## config.mk

```make
export PLATFORM = sky130hd
export DESIGN_NAME = rgb_pwm_fader_flat
export DESIGN_NICKNAME = d
export VERILOG_FILES = /design/src/rtl/rgb_pwm_fader_pkg.sv /design/src/rtl/rgb_pwm_fader_if.sv /design/src/rtl/rgb_pwm_fader_pwm_channel.sv /design/src/rtl/rgb_pwm_fader.sv /design/src/flat_wrapper.sv
export SDC_FILE = /design/constraint.sdc
export NUM_CORES = 1
export LEC_CHECK = 0
export CAP_MARGIN = 20
export CORE_MARGIN = 4
export CORE_UTILIZATION = 50
export CTS_CLUSTER_DIAMETER = 40
export DETAILED_ROUTE_END_ITERATION = 10
export PLACE_DENSITY = 0.8
export SYNTH_ARGS = -nofsm -noshare
export SYNTH_HDL_FRONTEND = slang
export SYNTH_SLANG_ARGS = --single-unit
```

## constraint.sdc

```tcl
create_clock -name clk -period 3 [get_ports clk]
set_clock_uncertainty 0.05 [all_clocks]
set_input_delay 0.6 -clock clk [delete_from_list [all_inputs] [get_ports clk]]
set_output_delay 0.6 -clock clk [all_outputs]
set_load 0.01 [all_outputs]
```

## src/rtl/rgb_pwm_fader_pkg.sv

```systemverilog
// Shared types and constants for the RGB PWM fader: FSM states, default
// geometry and channel indices.
package rgb_pwm_pkg;

  typedef enum logic [0:0] {
    IDLE = 1'b0,
    FADE = 1'b1
  } fade_state_e;

  localparam int DEF_PWM_BITS     = 8;
  localparam int DEF_STEP_PERIODS = 4;

  localparam int CH_R   = 0;
  localparam int CH_G   = 1;
  localparam int CH_B   = 2;
  localparam int NUM_CH = 3;

  // Width of the step prescaler; a single-period step still needs one bit.
  function automatic int step_cnt_width(input int periods);
    return (periods > 1) ? $clog2(periods) : 1;
  endfunction

endpackage

```

## src/rtl/rgb_pwm_fader_if.sv

```systemverilog
// Target-colour handshake between the colour/pattern logic (master) and the
// fader (slave).
interface rgb_pwm_fader_if #(
  parameter int PWM_BITS = rgb_pwm_pkg::DEF_PWM_BITS
);
  logic                in_valid;
  logic                in_ready;
  logic [PWM_BITS-1:0] in_r;
  logic [PWM_BITS-1:0] in_g;
  logic [PWM_BITS-1:0] in_b;

  modport master (output in_valid, output in_r, output in_g, output in_b, input in_ready);
  modport slave  (input in_valid, input in_r, input in_g, input in_b, output in_ready);
endinterface

```

## src/rtl/rgb_pwm_fader_pwm_channel.sv

```systemverilog
// One colour channel: current level and target, one-LSB step toward the
// target on strobe, and the registered PWM compare against the shared counter.
module pwm_channel
  import rgb_pwm_pkg::*;
#(
  parameter int PWM_BITS = DEF_PWM_BITS
) (
  input  logic                clk,
  input  logic                rst,
  input  logic [PWM_BITS-1:0] cnt,
  input  logic                load,
  input  logic [PWM_BITS-1:0] load_target,
  input  logic                step,
  output logic                match_in,
  output logic                at_target,
  output logic                pwm
);
  localparam logic [PWM_BITS-1:0] LSB = PWM_BITS'(1);

  logic [PWM_BITS-1:0] level_r;
  logic [PWM_BITS-1:0] target_r;
  logic [PWM_BITS-1:0] level_step_s;
  logic                pwm_r;

  // Candidate level one LSB closer to the target; never passes the target.
  always_comb begin
    level_step_s = level_r;
    if (level_r < target_r) begin
      level_step_s = level_r + LSB;
    end else if (level_r > target_r) begin
      level_step_s = level_r - LSB;
    end else begin
      level_step_s = level_r;
    end
  end

  // Incoming target already equals the present level (equal-colour request).
  assign match_in = (load_target == level_r);
  // Level would sit on the target once the pending step is applied.
  assign at_target = (level_step_s == target_r);
  assign pwm = pwm_r;

  // Target capture on handshake; level only moves on a step strobe.
  always_ff @(posedge clk or posedge rst) begin
    if (rst) begin
      target_r <= {PWM_BITS{1'b0}};
      level_r  <= {PWM_BITS{1'b0}};
    end else if (load) begin
      target_r <= load_target;
    end else if (step) begin
      level_r <= level_step_s;
    end
  end

  // Registered compare keeps the LED drive free of combinational glitches.
  always_ff @(posedge clk or posedge rst) begin
    if (rst) begin
      pwm_r <= 1'b0;
    end else begin
      pwm_r <= (cnt < level_r);
    end
  end

endmodule

```

## src/rtl/rgb_pwm_fader.sv

```systemverilog
// RGB PWM fader top: free-running PWM counter, fade-step prescaler, IDLE/FADE
// control and the target handshake; three pwm_channel instances do the rest.
module rgb_pwm_fader
  import rgb_pwm_pkg::*;
#(
  parameter int PWM_BITS     = DEF_PWM_BITS,
  parameter int STEP_PERIODS = DEF_STEP_PERIODS
) (
  input  logic           clk,
  input  logic           rst,
  rgb_pwm_fader_if.slave in_if,
  output logic           done,
  output logic           busy,
  output logic           r,
  output logic           g,
  output logic           b
);
  localparam int                  SW        = step_cnt_width(STEP_PERIODS);
  localparam logic [SW-1:0]       STEP_LAST = SW'(STEP_PERIODS - 1);
  localparam logic [PWM_BITS-1:0] CNT_MAX   = {PWM_BITS{1'b1}};

  fade_state_e         state_r;
  fade_state_e         state_nxt_s;
  logic [PWM_BITS-1:0] cnt_r;
  logic [SW-1:0]       step_cnt_r;
  logic                in_ready_r;
  logic                done_r;
  logic                busy_r;
  logic                done_nxt_s;
  logic                accept_s;
  logic                period_end_s;
  logic                step_s;
  logic                load_s;
  logic [NUM_CH-1:0]   match_in_s;
  logic [NUM_CH-1:0]   at_target_s;
  logic [NUM_CH-1:0]   pwm_s;
  logic [PWM_BITS-1:0] target_in_s [NUM_CH];

  assign target_in_s[CH_R] = in_if.in_r;
  assign target_in_s[CH_G] = in_if.in_g;
  assign target_in_s[CH_B] = in_if.in_b;

  // in_ready_r is only ever high in IDLE, so it doubles as the accept gate.
  assign accept_s     = in_if.in_valid & in_ready_r;
  assign period_end_s = (cnt_r == CNT_MAX);
  assign step_s       = (state_r == FADE) & period_end_s & (step_cnt_r == STEP_LAST);

  assign in_if.in_ready = in_ready_r;
  assign done           = done_r;
  assign busy           = busy_r;
  assign r              = pwm_s[CH_R];
  assign g              = pwm_s[CH_G];
  assign b              = pwm_s[CH_B];

  // PWM period counter: free-running, wraps, never stalls.
  always_ff @(posedge clk or posedge rst) begin
    if (rst) begin
      cnt_r <= {PWM_BITS{1'b0}};
    end else begin
      cnt_r <= cnt_r + PWM_BITS'(1);
    end
  end

  // Step prescaler: counts period ends while fading, idles at zero otherwise.
  always_ff @(posedge clk or posedge rst) begin
    if (rst) begin
      step_cnt_r <= {SW{1'b0}};
    end else if (state_r != FADE) begin
      step_cnt_r <= {SW{1'b0}};
    end else if (period_end_s) begin
      step_cnt_r <= (step_cnt_r == STEP_LAST) ? {SW{1'b0}} : step_cnt_r + SW'(1);
    end
  end

  // Next state, target load and completion pulse.
  always_comb begin
    state_nxt_s = state_r;
    done_nxt_s  = 1'b0;
    load_s      = 1'b0;
    case (state_r)
      IDLE: begin
        if (accept_s) begin
          load_s = 1'b1;
          if (&match_in_s) begin
            done_nxt_s = 1'b1;
          end else begin
            state_nxt_s = FADE;
          end
        end else begin
          state_nxt_s = IDLE;
        end
      end
      FADE: begin
        if (step_s && (&at_target_s)) begin
          state_nxt_s = IDLE;
          done_nxt_s  = 1'b1;
        end else begin
          state_nxt_s = FADE;
        end
      end
      default: begin
        state_nxt_s = IDLE;
      end
    endcase
  end

  // State register plus registered status outputs derived from the next state.
  always_ff @(posedge clk or posedge rst) begin
    if (rst) begin
      state_r    <= IDLE;
      in_ready_r <= 1'b0;
      done_r     <= 1'b0;
      busy_r     <= 1'b0;
    end else begin
      state_r    <= state_nxt_s;
      in_ready_r <= (state_nxt_s == IDLE);
      done_r     <= done_nxt_s;
      busy_r     <= (state_nxt_s == FADE);
    end
  end

  for (genvar ch = 0; ch < NUM_CH; ch++) begin : g_ch
    pwm_channel #(
      .PWM_BITS(PWM_BITS)
    ) u_ch (
      .clk         (clk),
      .rst         (rst),
      .cnt         (cnt_r),
      .load        (load_s),
      .load_target (target_in_s[ch]),
      .step        (step_s),
      .match_in    (match_in_s[ch]),
      .at_target   (at_target_s[ch]),
      .pwm         (pwm_s[ch])
    );
  end

endmodule

```

## src/flat_wrapper.sv

```systemverilog
// flat-port wrapper written by rule: the top's interface ports become plain ports
module rgb_pwm_fader_flat import rgb_pwm_pkg::*;
#(
  parameter int PWM_BITS     = DEF_PWM_BITS,
  parameter int STEP_PERIODS = DEF_STEP_PERIODS
)
  (clk, rst, done, busy, r, g, b, in_if_in_valid, in_if_in_r, in_if_in_g, in_if_in_b, in_if_in_ready);
  rgb_pwm_fader_if #(.PWM_BITS(PWM_BITS)) in_if_i ();
  input  logic clk;
  input  logic rst;
  output logic done;
  output logic busy;
  output logic r;
  output logic g;
  output logic b;
  input wire logic [$bits(in_if_i.in_valid)-1:0] in_if_in_valid;
  input wire logic [$bits(in_if_i.in_r)-1:0] in_if_in_r;
  input wire logic [$bits(in_if_i.in_g)-1:0] in_if_in_g;
  input wire logic [$bits(in_if_i.in_b)-1:0] in_if_in_b;
  output wire logic [$bits(in_if_i.in_ready)-1:0] in_if_in_ready;
  assign in_if_i.in_valid = in_if_in_valid;
  assign in_if_i.in_r = in_if_in_r;
  assign in_if_i.in_g = in_if_in_g;
  assign in_if_i.in_b = in_if_in_b;
  assign in_if_in_ready = in_if_i.in_ready;
  rgb_pwm_fader #(.PWM_BITS(PWM_BITS), .STEP_PERIODS(STEP_PERIODS)) u_core (.clk(clk), .rst(rst), .in_if(in_if_i), .done(done), .busy(busy), .r(r), .g(g), .b(b));
endmodule
```

== Word level (Yosys, flattened, before mapping) ==
Cells that the tools add are included.

* $add $sub $neg: 8
* Equal/unequal tests: 9
* Magnitude comparators: 9
* Reductions and logical operators: 4
* Bitwise logic cells: 6
* Mux-type cells: 19

{| class="wikitable"
|+ Operators by type and width
! operator !! number
|-
| $eq 8x8->1 || 6
|-
| $lt 8x8->1 || 6
|-
| $mux 8 || 6
|-
| $add 8x1->8 const B || 4
|-
| $gt 8x8->1 || 3
|-
| $sub 8x1->8 const B || 3
|-
| $eq 8x8->1 const B || 1
|-
| $mux 1 || 8
|-
| $mux 2 || 3
|-
| $reduce_and 3->1 || 2
|-
| $pmux 1 s2 || 2
|-
| $and 1x1->1 || 3
|-
| $not 1->1 || 3
|-
| $add 2x1->2 const B || 1
|-
| $eq 2x2->1 const B || 1
|-
| $ne 2x2->1 const B || 1
|-
| $reduce_and 2->1 || 1
|-
| $logic_and 1x1->1 || 1
|}

* Word-level logic and storage cells: 69
* Register bits after elaboration: 64
* Output and inout port bits: 6
* Input bits: 27

== Longest topological paths before layout ==
Gate-level depths: netlist of the first run.

* Depth after elaboration: 9
* Mapped depth: 13
* Depth with buffers taken out: 11

== Modules after synthesis ==
A second synthesis of the first run with hierarchy kept.

* Cell total of the unflattened synthesis: 596
* Area total of the unflattened synthesis: 5287.6 sq um

{| class="wikitable"
|+ Modules (own cells, without submodules)
! module !! cells an instance !! sequential area each (sq um) !! instances !! area an instance (sq um)
|-
| pwm_channel || 181 || 425.4 || 3 || 1572.8
|-
| rgb_pwm_fader || 53 || 325.3 || 1 || 569.3
|}

== Worst setup path after synthesis of the first run ==
OpenSTA, ideal clock, no wires.

* Kind: register to register
* Start: register u_core.g_ch[0].u_ch.level_r[0]
* End: register u_core.state_r
* Setup time: 119 ps
* Clock period less this slack: 2832 ps
* Data arrival time: 2664 ps
* Data required time: 2831 ps
* Buffers on the path: 2
* Slack: 168 ps
* Cell stages (with the launch flop): 14
* Path through: dfrtp_1 > clkbuf_1 > inv_1 > ha_1 > nand4_1 > or2_0 > buf_2 > and2_1 > o2111a_1 > nor2_1 > a2111o_1 > nor4_2 > nand4_1 > o21a_1

* Longest elaborated chain between the ends: 8
* Elaborated cells on any way between the ends: 15
* Those cells by class: add/sub: 2; order compare: 2; eq/ne: 2; mux: 6; reduce/logical: 3

{| class="wikitable"
|+ Ends and longest elaborated chain
! what !! line !! RTL
|-
| start, declared || rgb_pwm_fader_pwm_channel.sv:20 || <nowiki>logic [PWM_BITS-1:0] level_r;</nowiki>
|-
| start signal, assigned || rgb_pwm_fader_pwm_channel.sv:47 || <nowiki>level_r <= {PWM_BITS{1'b0}};</nowiki>
|-
| start signal, assigned || rgb_pwm_fader_pwm_channel.sv:51 || <nowiki>level_r <= level_step_s;</nowiki>
|-
| $sub 8x1->8 / $gt 8x8->1 (equally long branches) || rgb_pwm_fader_pwm_channel.sv:31, rgb_pwm_fader_pwm_channel.sv:30 ||
|-
| $mux 8 || rgb_pwm_fader_pwm_channel.sv:30 || <nowiki>end else if (level_r > target_r) begin</nowiki>
|-
| $mux 8 || rgb_pwm_fader_pwm_channel.sv:28 || <nowiki>if (level_r < target_r) begin</nowiki>
|-
| $eq 8x8->1 || rgb_pwm_fader_pwm_channel.sv:40 || <nowiki>assign at_target = (level_step_s == target_r);</nowiki>
|-
| $reduce_and 3->1 || rgb_pwm_fader.sv:94 || <nowiki>if (step_s && (&at_target_s)) begin</nowiki>
|-
| $logic_and 1x1->1 || rgb_pwm_fader.sv:94 ||
|-
| $mux 1 || rgb_pwm_fader.sv:94 ||
|-
| $pmux 1 s2 (*) || rgb_pwm_fader.sv:80 || <nowiki>case (state_r)</nowiki>
|-
| named net u_core.state_nxt_s || rgb_pwm_fader.sv:23 || <nowiki>fade_state_e state_nxt_s;</nowiki>
|-
| end signal, assigned || rgb_pwm_fader.sv:115 || <nowiki>state_r <= state_nxt_s;</nowiki>
|-
| end, declared || rgb_pwm_fader.sv:22 || <nowiki>fade_state_e state_r;</nowiki>
|}

The timed path passes the listed nets; every way through them passes the cells marked *.
A chain may end at the register's enable or synchronous reset.

== Worst setup path after layout of the first run ==
* Start: register u_core.g_ch[0].u_ch.target_r[3]
* End: register u_core.state_r

* Longest elaborated chain between the ends: 8
* Elaborated cells on any way between the ends: 9
* Those cells by class: order compare: 2; eq/ne: 1; mux: 4; reduce/logical: 2

{| class="wikitable"
|+ Ends and longest elaborated chain
! what !! line !! RTL
|-
| start, declared || rgb_pwm_fader_pwm_channel.sv:21 || <nowiki>logic [PWM_BITS-1:0] target_r;</nowiki>
|-
| start signal, assigned || rgb_pwm_fader_pwm_channel.sv:46 || <nowiki>target_r <= {PWM_BITS{1'b0}};</nowiki>
|-
| start signal, assigned || rgb_pwm_fader_pwm_channel.sv:49 || <nowiki>target_r <= load_target;</nowiki>
|-
| $gt 8x8->1 || rgb_pwm_fader_pwm_channel.sv:30 ||
|-
| $mux 8 || rgb_pwm_fader_pwm_channel.sv:30 ||
|-
| $mux 8 || rgb_pwm_fader_pwm_channel.sv:28 ||
|-
| $eq 8x8->1 (*) || rgb_pwm_fader_pwm_channel.sv:40 ||
|-
| $reduce_and 3->1 (*) || rgb_pwm_fader.sv:94 ||
|-
| $logic_and 1x1->1 (*) || rgb_pwm_fader.sv:94 ||
|-
| $mux 1 (*) || rgb_pwm_fader.sv:94 ||
|-
| $pmux 1 s2 (*) || rgb_pwm_fader.sv:80 ||
|-
| named net u_core.state_nxt_s || rgb_pwm_fader.sv:23 ||
|}

Marked as above.

==> results by group, run 1 <==
Outcome
  • Status: finished, final reports clean

Cells and area
  • Share of cells above drive strength 1: roughly 22%
  • Area growth syn-to-layout: 22.2%
  • Commonest cells after routing, fill and taps aside: 63 x xnor2_1, 63 x dfrtp_1, 51 x ha_1, 50 x buf_4, 47 x inv_1
  • Diodes inserted: 0
  • Nets: 715

Pwr
  • Total power: approximately 3 mW
  • PwrDens: 462 nW/µm²
  • NetSw: between 1 and 1.5 mW
  • Lkg Pwr: ~2.8 nW
  • Maximum vdd ir drop: 243 µV
  • Sequential share of power: 36.3%
  • Int Pwr: 1.90 mW
  • Comb pwr share: 36.9%
  • Net Sw Frac: 35.3%
  • Power share of the clock group: 26.8%

Global routing
  • Pin count of the biggest net entering global routing: 26
  • First-pass GRT wire length: 24.2 mm
  • Initial antenna violation count: 0
  • Total gr overflow: 0
  • Number of global-route vias before repair: 4621
  • Total GRT Usage: between 20% and 30%

Timing
  • Final Critical Period: 2.96 ns
  • Rel. slew slack: between 60% and 70%
  • Period utilization: 98.5%
  • Hold WS: 0.483 ns
  • RSZ-0062 raised after global routing: yes
  • Fmax: 0.338 GHz
  • Least-Margin Pin Slew: around 0.46 ns
  • Setup Viol. Count Final: 0
  • Final hold violations: 0
  • Max Transition Viols Final: 0

Logic synthesis
  • Post-synthesis mux area share: 6.34%
  • Number of enable flip-flop cells after synthesis: 0
  • YS warnings: 0
  • Post-Synthesis Cells: 561
  • FF+latch count, synth: between 60 and 70
  • Post-synth ARST share: 100%
  • Syn avg cell area: slightly above 9 µm²
  • Synthesized cell area: 5210 µm²
  • Synth unique cells: just over 60
  • Synthesized-area fraction occupied by adder cells: 12.7%
  • Combinational family with the most area after synthesis: compound AO/OA/AOI/OAI gates
  • Synthesized Nets: ~640
  • Post-Synth Simple-Gate Area: 15.2%
  • Sequential share of the synthesized area: 30.7%
  • XOR/XNOR Fraction of Synth Area: 14.1%
  • Synth Area in Compound Gates: 15.6%
  • Most used DFF post-synth: dfrtp_1

Placement
  • Detailed placement HPWL: 11.9 mm
  • Port Buf Inserts: 32
  • GPL Wtd Cong: 0.974

Floorplan
  • Boundary Pins: 33
  • Die height: 110 µm
  • Initial Util: between 50% and 60%
  • Die width: between 100 and 150 µm
  • Die area: 12100 µm²
  • Core ar.: 10200 µm²
  • # rows: 37

Clock tree
  • H-tree levels: 3
  • CTS clock-pin slew for the worst setup and hold paths: 0.08 ns
  • CTS Buf Count: 9
  • CTS tree: done
  • Clock Tree Buf Depth: 2
  • # clock sinks: 64
  • Worst-Skew Late Latency: 0.36 ns
  • Root buffer cell: clkbuf_8

Route
  • Routed Antenna Nets: 0
  • Avg WL per Cell: 19.7 µm
  • Via count: 4559
  • Drt total wl: 15.3 mm
  • Drt pass-1 iters: 5
  • Post-route DRC: 0
  • DRT iter0 DRCs: ~270
  • Avg Vias per Cell: 5.88

Worst setup path
  • Worst Path Class, Setup: register to register
  • Most frequent CP cell: nand4_1
  • CP cell instances: inv_1 > ha_1 > nand4_1 > or2_4 > and2_1 > o2111a_1 > o21bai_1 > o2111ai_1 > nor4_2 > nand4_1 > o21a_1
  • R2R Setup Slk: 0.04 ns
  • Worst EP required: between 3 and 4 ns
  • Worst Setup End Kind: register
  • Crit-path max FO: 6
  • Worst path arrival time: between 3 and 4 ns
  • Crit path launch type: register
  • Slowest-stage cell, CP: ha_1
  • Max incr delay on CP: roughly 0.39 ns

Hold path
  • Worst hold path type: register to register

Flow run
  • Max cap viols: 0
-- power by group through the flow --
stage          Combinational (mW)  Sequential, mW  Clock [mW]
3_5_place_dp                0.956            1.09           0
5_1_grt                      1.17            1.08       0.837
4_1_cts                     0.965            1.07       0.797
6_report                     1.09            1.07       0.788
3_3_place_gp                0.931            1.08           0
2_1_floorplan               0.645            1.07           0
-- repair_timing --
action,CTS,global route
gates resized for setup,2,36
setup buffers,0,5
pin swaps,0,9
endpoints found under the setup margin,2,3
hold buffers,0,0
-- metal layers --
| metal | track usage, % | wire (µm) | vias to the layer above |
|---|---|---|---|
| li1 | - | - | 2162 |
| met1 | 33.8 | 6520 | 2169 |
| met2 | 43.9 | 7240 | 179 |
| met3 | 5.53 | 963 | 49 |
| met4 | 10.7 | 561 | 0 |
| met5 | 0 | 0 | - |
-- worst max-delay path: cells and delay by family (launching register included) --
family | cells | cell delay (ns)
AND/OR/NAND/NOR | 5 | 1.18
adder cells (fa/ha/maj) | 1 | 0.39
AO/OA/AOI/OAI | 4 | 0.81
buffers and inverters | 1 | 0.05
flip-flops | 1 | 0.37
-- logic make-up (layout without fill, tap and decap cells) --
logic type,count (synthesis),after routing
AND/OR/NAND/NOR,143,143
AO/OA/AOI/OAI,117,117
buffers and inverters,70,149
adder cells (fa/ha/maj),53,53
flip-flops,64,64
multiplexers,30,30
XOR/XNOR,84,84
-- sequential cells by signal, summed over array words and instances (netlist names) --
| name | flops |
|---|---|
| u_core.done | 1 |
| u_core.g_ch.u_ch.pwm | 3 |
| u_core.state_r | 1 |
| u_core.in_if.in_ready | 1 |
| u_core.cnt_r | 8 |
| u_core.g_ch.u_ch.level_r | 24 |
| u_core.step_cnt_r | 2 |
| u_core.g_ch.u_ch.target_r | 24 |
-- area by class of cell --
class                      count  area (µm²)
clock buffer                  13         159
clock inverter                 3        40.0
inverter                      51         191
timing repair buffer          82         696
tap                          136         170
multi-input combinational    427        3510
sequential                    64        1600
fill                         882        3860
-- Yosys cell counts (12+ instances only) --
master / n / share of area (%)
a21oi_1: 33 / 3.2
xor2_1: 21 / 3.5
o21ai_0: 14 / 1.3
nand2_1: 16 / 1.2
nor3_1: 12 / 1.2
nand3_1: 24 / 2.3
nand4_1: 15 / 1.8
xnor2_1: 63 / 11
ha_1: 53 / 13
mux2_2: 24 / 5.2
clkbuf_1: 12 / 0.86
inv_1: 48 / 3.5
dfrtp_1: 64 / 31
nor2_1: 22 / 1.6
-- final timing paths --
check | from | cells past startpoint | endpoint
worst min-delay path | u_core.g_ch[1].u_ch.target_r[5] | 1 | u_core.g_ch[1].u_ch.target_r[5]
min in group asynchronous | rst | 2 | u_core.g_ch[2].u_ch.level_r[1]
worst max-delay path | u_core.g_ch[0].u_ch.target_r[3] | 11 | u_core.state_r
max in group asynchronous | rst | 3 | u_core.g_ch[0].u_ch.level_r[7]
worst max register to register | u_core.g_ch[0].u_ch.target_r[3] | 11 | u_core.state_r
worst min register to register | u_core.g_ch[1].u_ch.target_r[5] | 1 | u_core.g_ch[1].u_ch.target_r[5]
-- per-stage QoR --
stage	cells	instance area, µm²	TNS, ns	utilization, %	setup slack (ns)
after floorplan	561	5210	0	-	0.168
after global placement	755	5950	-0.00462	58.2	-0.00462
after detailed placement	755	5950	-0.107	58.2	-0.0605
after CTS	771	6150	0	60.2	0.000188
after global routing	776	6370	-0.112	62.2	-0.0887
final	776	6370	0	62.2	0.0439
(Power assumes the default switching activity.)
==> run 2, diff against run 1 <==
- CORE_ASPECT_RATIO: not set -> 2
==> run 2 against run 1 <==
The flow now finishes with violations (negative setup slack). Highest routed layer unchanged. Critical path type unchanged. Largest power group unchanged. Largest cell class unchanged. First-iteration DRC count rose by 26%. Core utilization rose by 4.7 points. Combinational power rose by 17%. Count of clock-buffer cells in the layout fell by 3. Setup slack got worse by 0.066 ns.
==> results by group, run 2 (same netlist as run 1, synthesis figures left out) <==
Outcome
  • Status: finished, violations left
  • Failing checks: negative setup slack

Global routing
  • Met1 usage in global routing: between 20% and 30%
  • Met3 Track Usage GR: roughly 3.9%
  • Pin count of the biggest net entering global routing: 65
  • First-pass GRT wire length: 25.7 mm
  • Total GRT Usage: 27.6%
  • GR peak layer: met2
  • Number of global-route vias before repair: 5021
  • Total gr overflow: 0
  • Met2 Resource Use GR: between 40% and 50%
  • Initial antenna violation count: 0

Worst setup path
  • RR Endpoint: u_core.done
  • Crit path launch type: register
  • Worst setup path start: u_core.g_ch[0].u_ch.target_r[3]
  • Critical R2R Launch: u_core.g_ch[0].u_ch.target_r[3]
  • R2R Setup Slk: -0.02 ns
  • Crit-path max FO: 4
  • FF-to-FF path depth: 13
  • Worst EP required: 3.20 ns
  • Worst path arrival time: 3.22 ns
  • Worst Setup End Kind: register
  • Worst Path Class, Setup: register to register

Cells and area
  • Diodes inserted: 0
  • Commonest cells after routing, fill and taps aside: 67 x buf_4, 64 x dfrtp_1, 62 x xnor2_1, 47 x inv_1, 46 x ha_1
  • Nets: between 700 and 800
  • Final Instance Area: roughly 6800 µm²
  • Area growth syn-to-layout: 30.3%
  • Fill count: slightly below 800
  • Most common cell after layout, fill and taps aside: buf_4
  • Largest regs: u_core.g_ch.u_ch.level_r x24, u_core.g_ch.u_ch.target_r x24, u_core.cnt_r x8
  • Share of cells above drive strength 1: 25.8%
  • Layout Cells excl Fill: 795

Clock tree
  • H-tree levels: 3
  • CTS Buf Count: 9
  • Clock Tree Buf Depth: 2
  • Hold-fix buffers, CTS: 0
  • # clock sinks: 64
  • CTS clock-pin slew for the worst setup and hold paths: 0.06 ns
  • CTS tree: done
  • Worst-Skew Late Latency: 0.34 ns
  • Root buffer cell: clkbuf_16

Floorplan
  • Boundary Pins: 33
  • # rows: 52
  • Die height: 152 µm
  • Initial Util: just over 50%
  • Die area: 12200 µm²
  • Core ar.: 10100 µm²
  • Die width: approximately 80 µm

Timing
  • Fmax: 0.331 GHz
  • Period utilization: 101%
  • Least-Margin Pin Slew: around 0.7 ns
  • Final Critical Period: a little over 3 ns
  • Setup Viol. Count Final: 1
  • Max Transition Viols Final: 0
  • Final hold violations: 0
  • Rel. slew slack: a little over half
  • Setup WS post-layout: -0.0223 ns

Placement
  • Detailed placement HPWL: 12.6 mm
  • Port Buf Inserts: 32
  • Pre-CTS setup slack: 0.000194 ns
  • GPL Wtd Cong: around 1
  • DP Area: 6000 µm²
  • Placed Instances: between 700 and 800

Hold path
  • Hold-critical path depth: 1
  • Worst hold path type: register to register
  • HP Start: u_core.g_ch[2].u_ch.target_r[5]
  • Worst Hold End: u_core.g_ch[2].u_ch.target_r[5]

Route
  • Post-route DRC: 0
  • Drt total wl: between 15 and 20 mm
  • Avg Vias per Cell: 6.22
  • Routed Antenna Nets: 0
  • DRT iter0 DRCs: 341
  • Via count: 4947
  • Avg WL per Cell: 21.5 µm
  • Drt pass-1 iters: 8

Pwr
  • PwrDens: 517 nW/µm²
  • Maximum vdd ir drop: 433 µV
  • Lkg Pwr: 2.99 nW

Flow run
  • Max cap viols: 0
[run 2: cell types whose count changed in the layout (fill, tap and decap cells not counted), sizes merged]
cell	before	now
buf	50	70
bufinv	1	2
clkbuf	13	10
clkinv	2	0
clkinvlp	0	3
inv	51	52
[run 2: metrics by stage]
| step | setup TNS (ns) | power (mW) | hold WS [ns] | utilization (%) |
|---|---|---|---|---|
| after floorplan | 0 | 1.72 | 0.419 | - |
| after detailed placement | 0 | 2.05 | 0.496 | 59.1 |
| after global routing | -0.271 | 3.65 | 0.515 | 66.9 |
| final | -0.0223 | 3.51 | 0.503 | 66.9 |
| after global placement | 0 | 2.02 | 0.480 | 59.1 |
| after CTS | 0 | 3.23 | 0.509 | 62.4 |
[run 2: worst max-delay path by stage]
stage	endpoint	slack [ns]	cells after the start
4_1_cts	u_core.state_r	0.003	11
3_3_place_gp	u_core.state_r	0.04	11
5_1_grt	u_core.done	-0.13	13
2_1_floorplan	u_core.state_r	0.17	13
6_report	u_core.done	-0.02	13
3_5_place_dp	u_core.state_r	0.0002	10
[run 2: layout make-up]
| cell class | count | area [µm²] | area share, % |
|---|---|---|---|
| clock inverters | 6 | 91.3 | 1.35 |
| well taps | 135 | 169 | 2.49 |
| repair buffers | 102 | 875 | 12.9 |
| inverters | 51 | 191 | 2.82 |
| flip-flops and latches | 64 | 1600 | 23.6 |
| clock buffers | 10 | 239 | 3.52 |
| multi-input cells | 427 | 3620 | 53.4 |
[run 2: routing by layer]
| layer | share of wire [%] | wire [µm] | vias up |
|---|---|---|---|
| met5 | 0 | 0 | - |
| met4 | 9.5 | 1610 | 0 |
| met3 | 5.1 | 876 | 109 |
| met2 | 52 | 8900 | 248 |
| met1 | 33 | 5690 | 2390 |
| li1 | - | - | 2200 |
[run 2: critical path: stages (launching register included)]
cell	delay (ns)
dfrtp_1	0.38
inv_1	0.06
ha_2	0.37
nand4_1	0.19
or2_4	0.31
buf_4	0.15
nor2_2	0.10
a211oi_1	0.06
a21oi_1	0.18
xnor2_1	0.14
a2111oi_2	0.43
buf_4	0.19
nand4_1	0.15
o22ai_1	0.17
[run 2: where the power goes]
group	leakage (nW)	switching, mW	internal (mW)
Sequential	0.834	0.0986	0.971
Combinational	2.01	0.658	0.608
Clock	0.151	0.422	0.753
Total	2.99	1.18	2.33
[run 2: repair_timing]
| item | CTS | global route |
|---|---|---|
| endpoints found under the setup margin | 1 | 3 |
| gates resized for setup | 1 | 54 |
| pin swaps | 0 | 21 |
| setup buffers | 0 | 20 |
==> run 3, diff against run 2 <==
- CORE_MARGIN: 4 -> 2
==> run 3 against run 2 <==
Final cell count is 0.88% lower. Routed wire length is 3.4% lower. Non-clock buffer count is 7 lower. The run now ends clean. Core utilization is 1.5 points lower. Via count is 3.3% lower. Total power is 7.4% lower. Maximum frequency is 4.3% higher. Count of clock-buffer cells in the layout is 1 higher. Critical endpoint is now u_core.state_r. Combinational power is 7% lower. First-iteration DRC count is 1.5% lower. Hold slack worse by 0.0057 ns.
==> results by group, run 3 (same netlist as run 1, synthesis figures left out) <==
Outcome
  • Status: finished, final reports clean

Cells and area
  • Layout Cells excl Fill: 788
  • Area of the multi-input gates: 3580 µm²
  • Area growth syn-to-layout: 27.3%
  • Largest regs: u_core.g_ch.u_ch.level_r x24, u_core.g_ch.u_ch.target_r x24, u_core.cnt_r x8
  • Diodes inserted: 0
  • Commonest cells after routing, fill and taps aside: 64 x dfrtp_1, 62 x xnor2_1, 62 x buf_4, 48 x ha_1, 46 x inv_1
  • Register Area: between 1500 and 2000 µm²
  • Fill count: ~850
  • Most common cell after layout, fill and taps aside: dfrtp_1
  • Nets: 728
  • Share of cells above drive strength 1: 24.2%

Route
  • WL met1: 5.45 mm
  • Drt total wl: 16.5 mm
  • Avg WL per Cell: between 20 and 25 µm
  • Avg Vias per Cell: 6.07
  • DR top layer: met4
  • Routed Antenna Nets: 0
  • DRT iter0 DRCs: 336
  • Metal3 WL: 778 µm
  • Via count: 4784
  • Wire length on met2: 8.74 mm
  • Drt pass-1 iters: 5
  • Post-route DRC: 0

Global routing
  • Initial antenna violation count: 0
  • Total gr overflow: 0
  • Number of global-route vias before repair: 5012
  • Total GRT Usage: 29.5%
  • Pin count of the biggest net entering global routing: 40
  • First-pass GRT wire length: 25.6 mm

Clock tree
  • H-tree levels: 3
  • Root buffer cell: clkbuf_16
  • CTS tree: done
  • # clock sinks: 64
  • Worst-Skew Late Latency: around 0.34 ns
  • Clock Tree Buf Depth: 2
  • CTS Buf Count: 9
  • CTS clock-pin slew for the worst setup and hold paths: 0.05 ns

Worst setup path
  • R2R Setup Slk: roughly 0.10 ns
  • Max incr delay on CP: 0.41 ns
  • Crit path launch type: register
  • Worst setup path start: u_core.g_ch[0].u_ch.target_r[1]
  • Slowest-stage cell, CP: dfrtp_1
  • Worst EP required: ~3.2 ns
  • Crit-path max FO: 3
  • Worst Path Class, Setup: register to register
  • CP cell instances: inv_2 > ha_4 > nor2b_1 > o211ai_2 > a21o_1 > buf_4 > nand2_1 > o22ai_4 > xnor2_2 > a2111oi_4 > nand4_1 > o21a_1
  • Worst path arrival time: 3.07 ns
  • Critical R2R Launch: u_core.g_ch[0].u_ch.target_r[1]
  • Worst Setup End Kind: register

Floorplan
  • Boundary Pins: 33
  • Die area: 11300 µm²
  • Core ar.: 10100 µm²
  • Initial Util: 51.3%
  • Die height: 148 µm
  • Die width: 76.2 µm
  • # rows: 52

Pwr
  • Int Pwr: 2.13 mW
  • Comb pwr share: 36.3%
  • Sequential share of power: roughly a third
  • Maximum vdd ir drop: approximately 420 µV
  • PwrDens: 490 nW/µm²
  • NetSw: 1.12 mW
  • Lkg Pwr: 2.95 nW
  • Power share of the clock group: 30.8%
  • Net Sw Frac: ~35%

Placement
  • Detailed placement HPWL: 13.0 mm
  • Pre-CTS setup slack: -0.0250 ns
  • Port Buf Inserts: 32
  • Placed Instances: 762
  • GPL Wtd Cong: 1.03

Timing
  • Least-Margin Pin Slew: 0.731 ns
  • Max Transition Viols Final: 0
  • Setup Viol. Count Final: 0
  • Rel. slew slack: 51.3%
  • Period utilization: between 90% and 100%
  • Final hold violations: 0
  • Setup WS post-layout: 0.103 ns
  • Final Critical Period: 2.90 ns
  • Fmax: 0.345 GHz

Hold path
  • HP Start: u_core.g_ch[0].u_ch.target_r[2]
  • Worst hold path type: register to register

Flow run
  • Max cap viols: 0
[run 3: per-layer routing]
layer / track usage (%) / vias to the layer above
met4: 24.5 / 0
met2: 54.6 / 230
met3: 4.55 / 94
met1: 28.3 / 2271
met5: 0 / -
li1: - / 2189
[run 3: critical path: cells and delay by family (launching register included)]
family / cells / cell delay [ns]
AO/OA/AOI/OAI: 5 / 1.32
AND/OR/NAND/NOR: 3 / 0.44
buffers and inverters: 2 / 0.22
flip-flops: 1 / 0.41
XOR/XNOR: 1 / 0.16
adder cells (fa/ha/maj): 1 / 0.19
[run 3: worst paths after layout]
path | endpoint | cells after the start
max | u_core.state_r | 12
min | u_core.g_ch[0].u_ch.target_r[2] | 1
max reg2reg | u_core.state_r | 12
min reg2reg | u_core.g_ch[0].u_ch.target_r[2] | 1
max in group asynchronous | u_core.g_ch[0].u_ch.level_r[6] | 3
min in group asynchronous | u_core.g_ch[1].u_ch.target_r[3] | 2
[run 3: timing repair]
| action | CTS | global route |
|---|---|---|
| hold buffers | 0 | 0 |
| pin swaps | 0 | 17 |
| setup endpoints to repair | 1 | 3 |
| gates cloned | 0 | 0 |
| resized for setup | 2 | 44 |
| setup buffers | 0 | 10 |
[run 3: power groups by stage]
stage | registers, mW | logic, mW | clock network, mW
final | 1.07 | 1.18 | 1.00
after global routing | 1.08 | 1.26 | 1.06
after CTS | 1.07 | 0.992 | 1.02
after detailed placement | 1.09 | 0.983 | 0
after global placement | 1.08 | 0.955 | 0
after floorplan | 1.07 | 0.645 | 0
[run 3: through the flow]
stage	instance area, µm²	TNS [ns]	hold WS, ns	total power [mW]	utilization, %
after floorplan	5210	0	0.419	1.72	-
after global placement	6020	-0.0274	0.483	2.03	59.4
after detailed placement	6020	-0.0250	0.499	2.07	59.4
final	6630	0	0.497	3.25	65.4
after CTS	6310	0	0.509	3.08	62.2
after global routing	6630	-0.00904	0.520	3.40	65.4
[run 3: final cells by class]
cell class	instances	share of cell area, %
multi-input combinational	427	54.0
sequential	64	24.1
timing repair buffer	95	12.1
clock buffer	11	3.81
inverter	51	2.89
tap	135	2.55
clock inverter	5	0.472
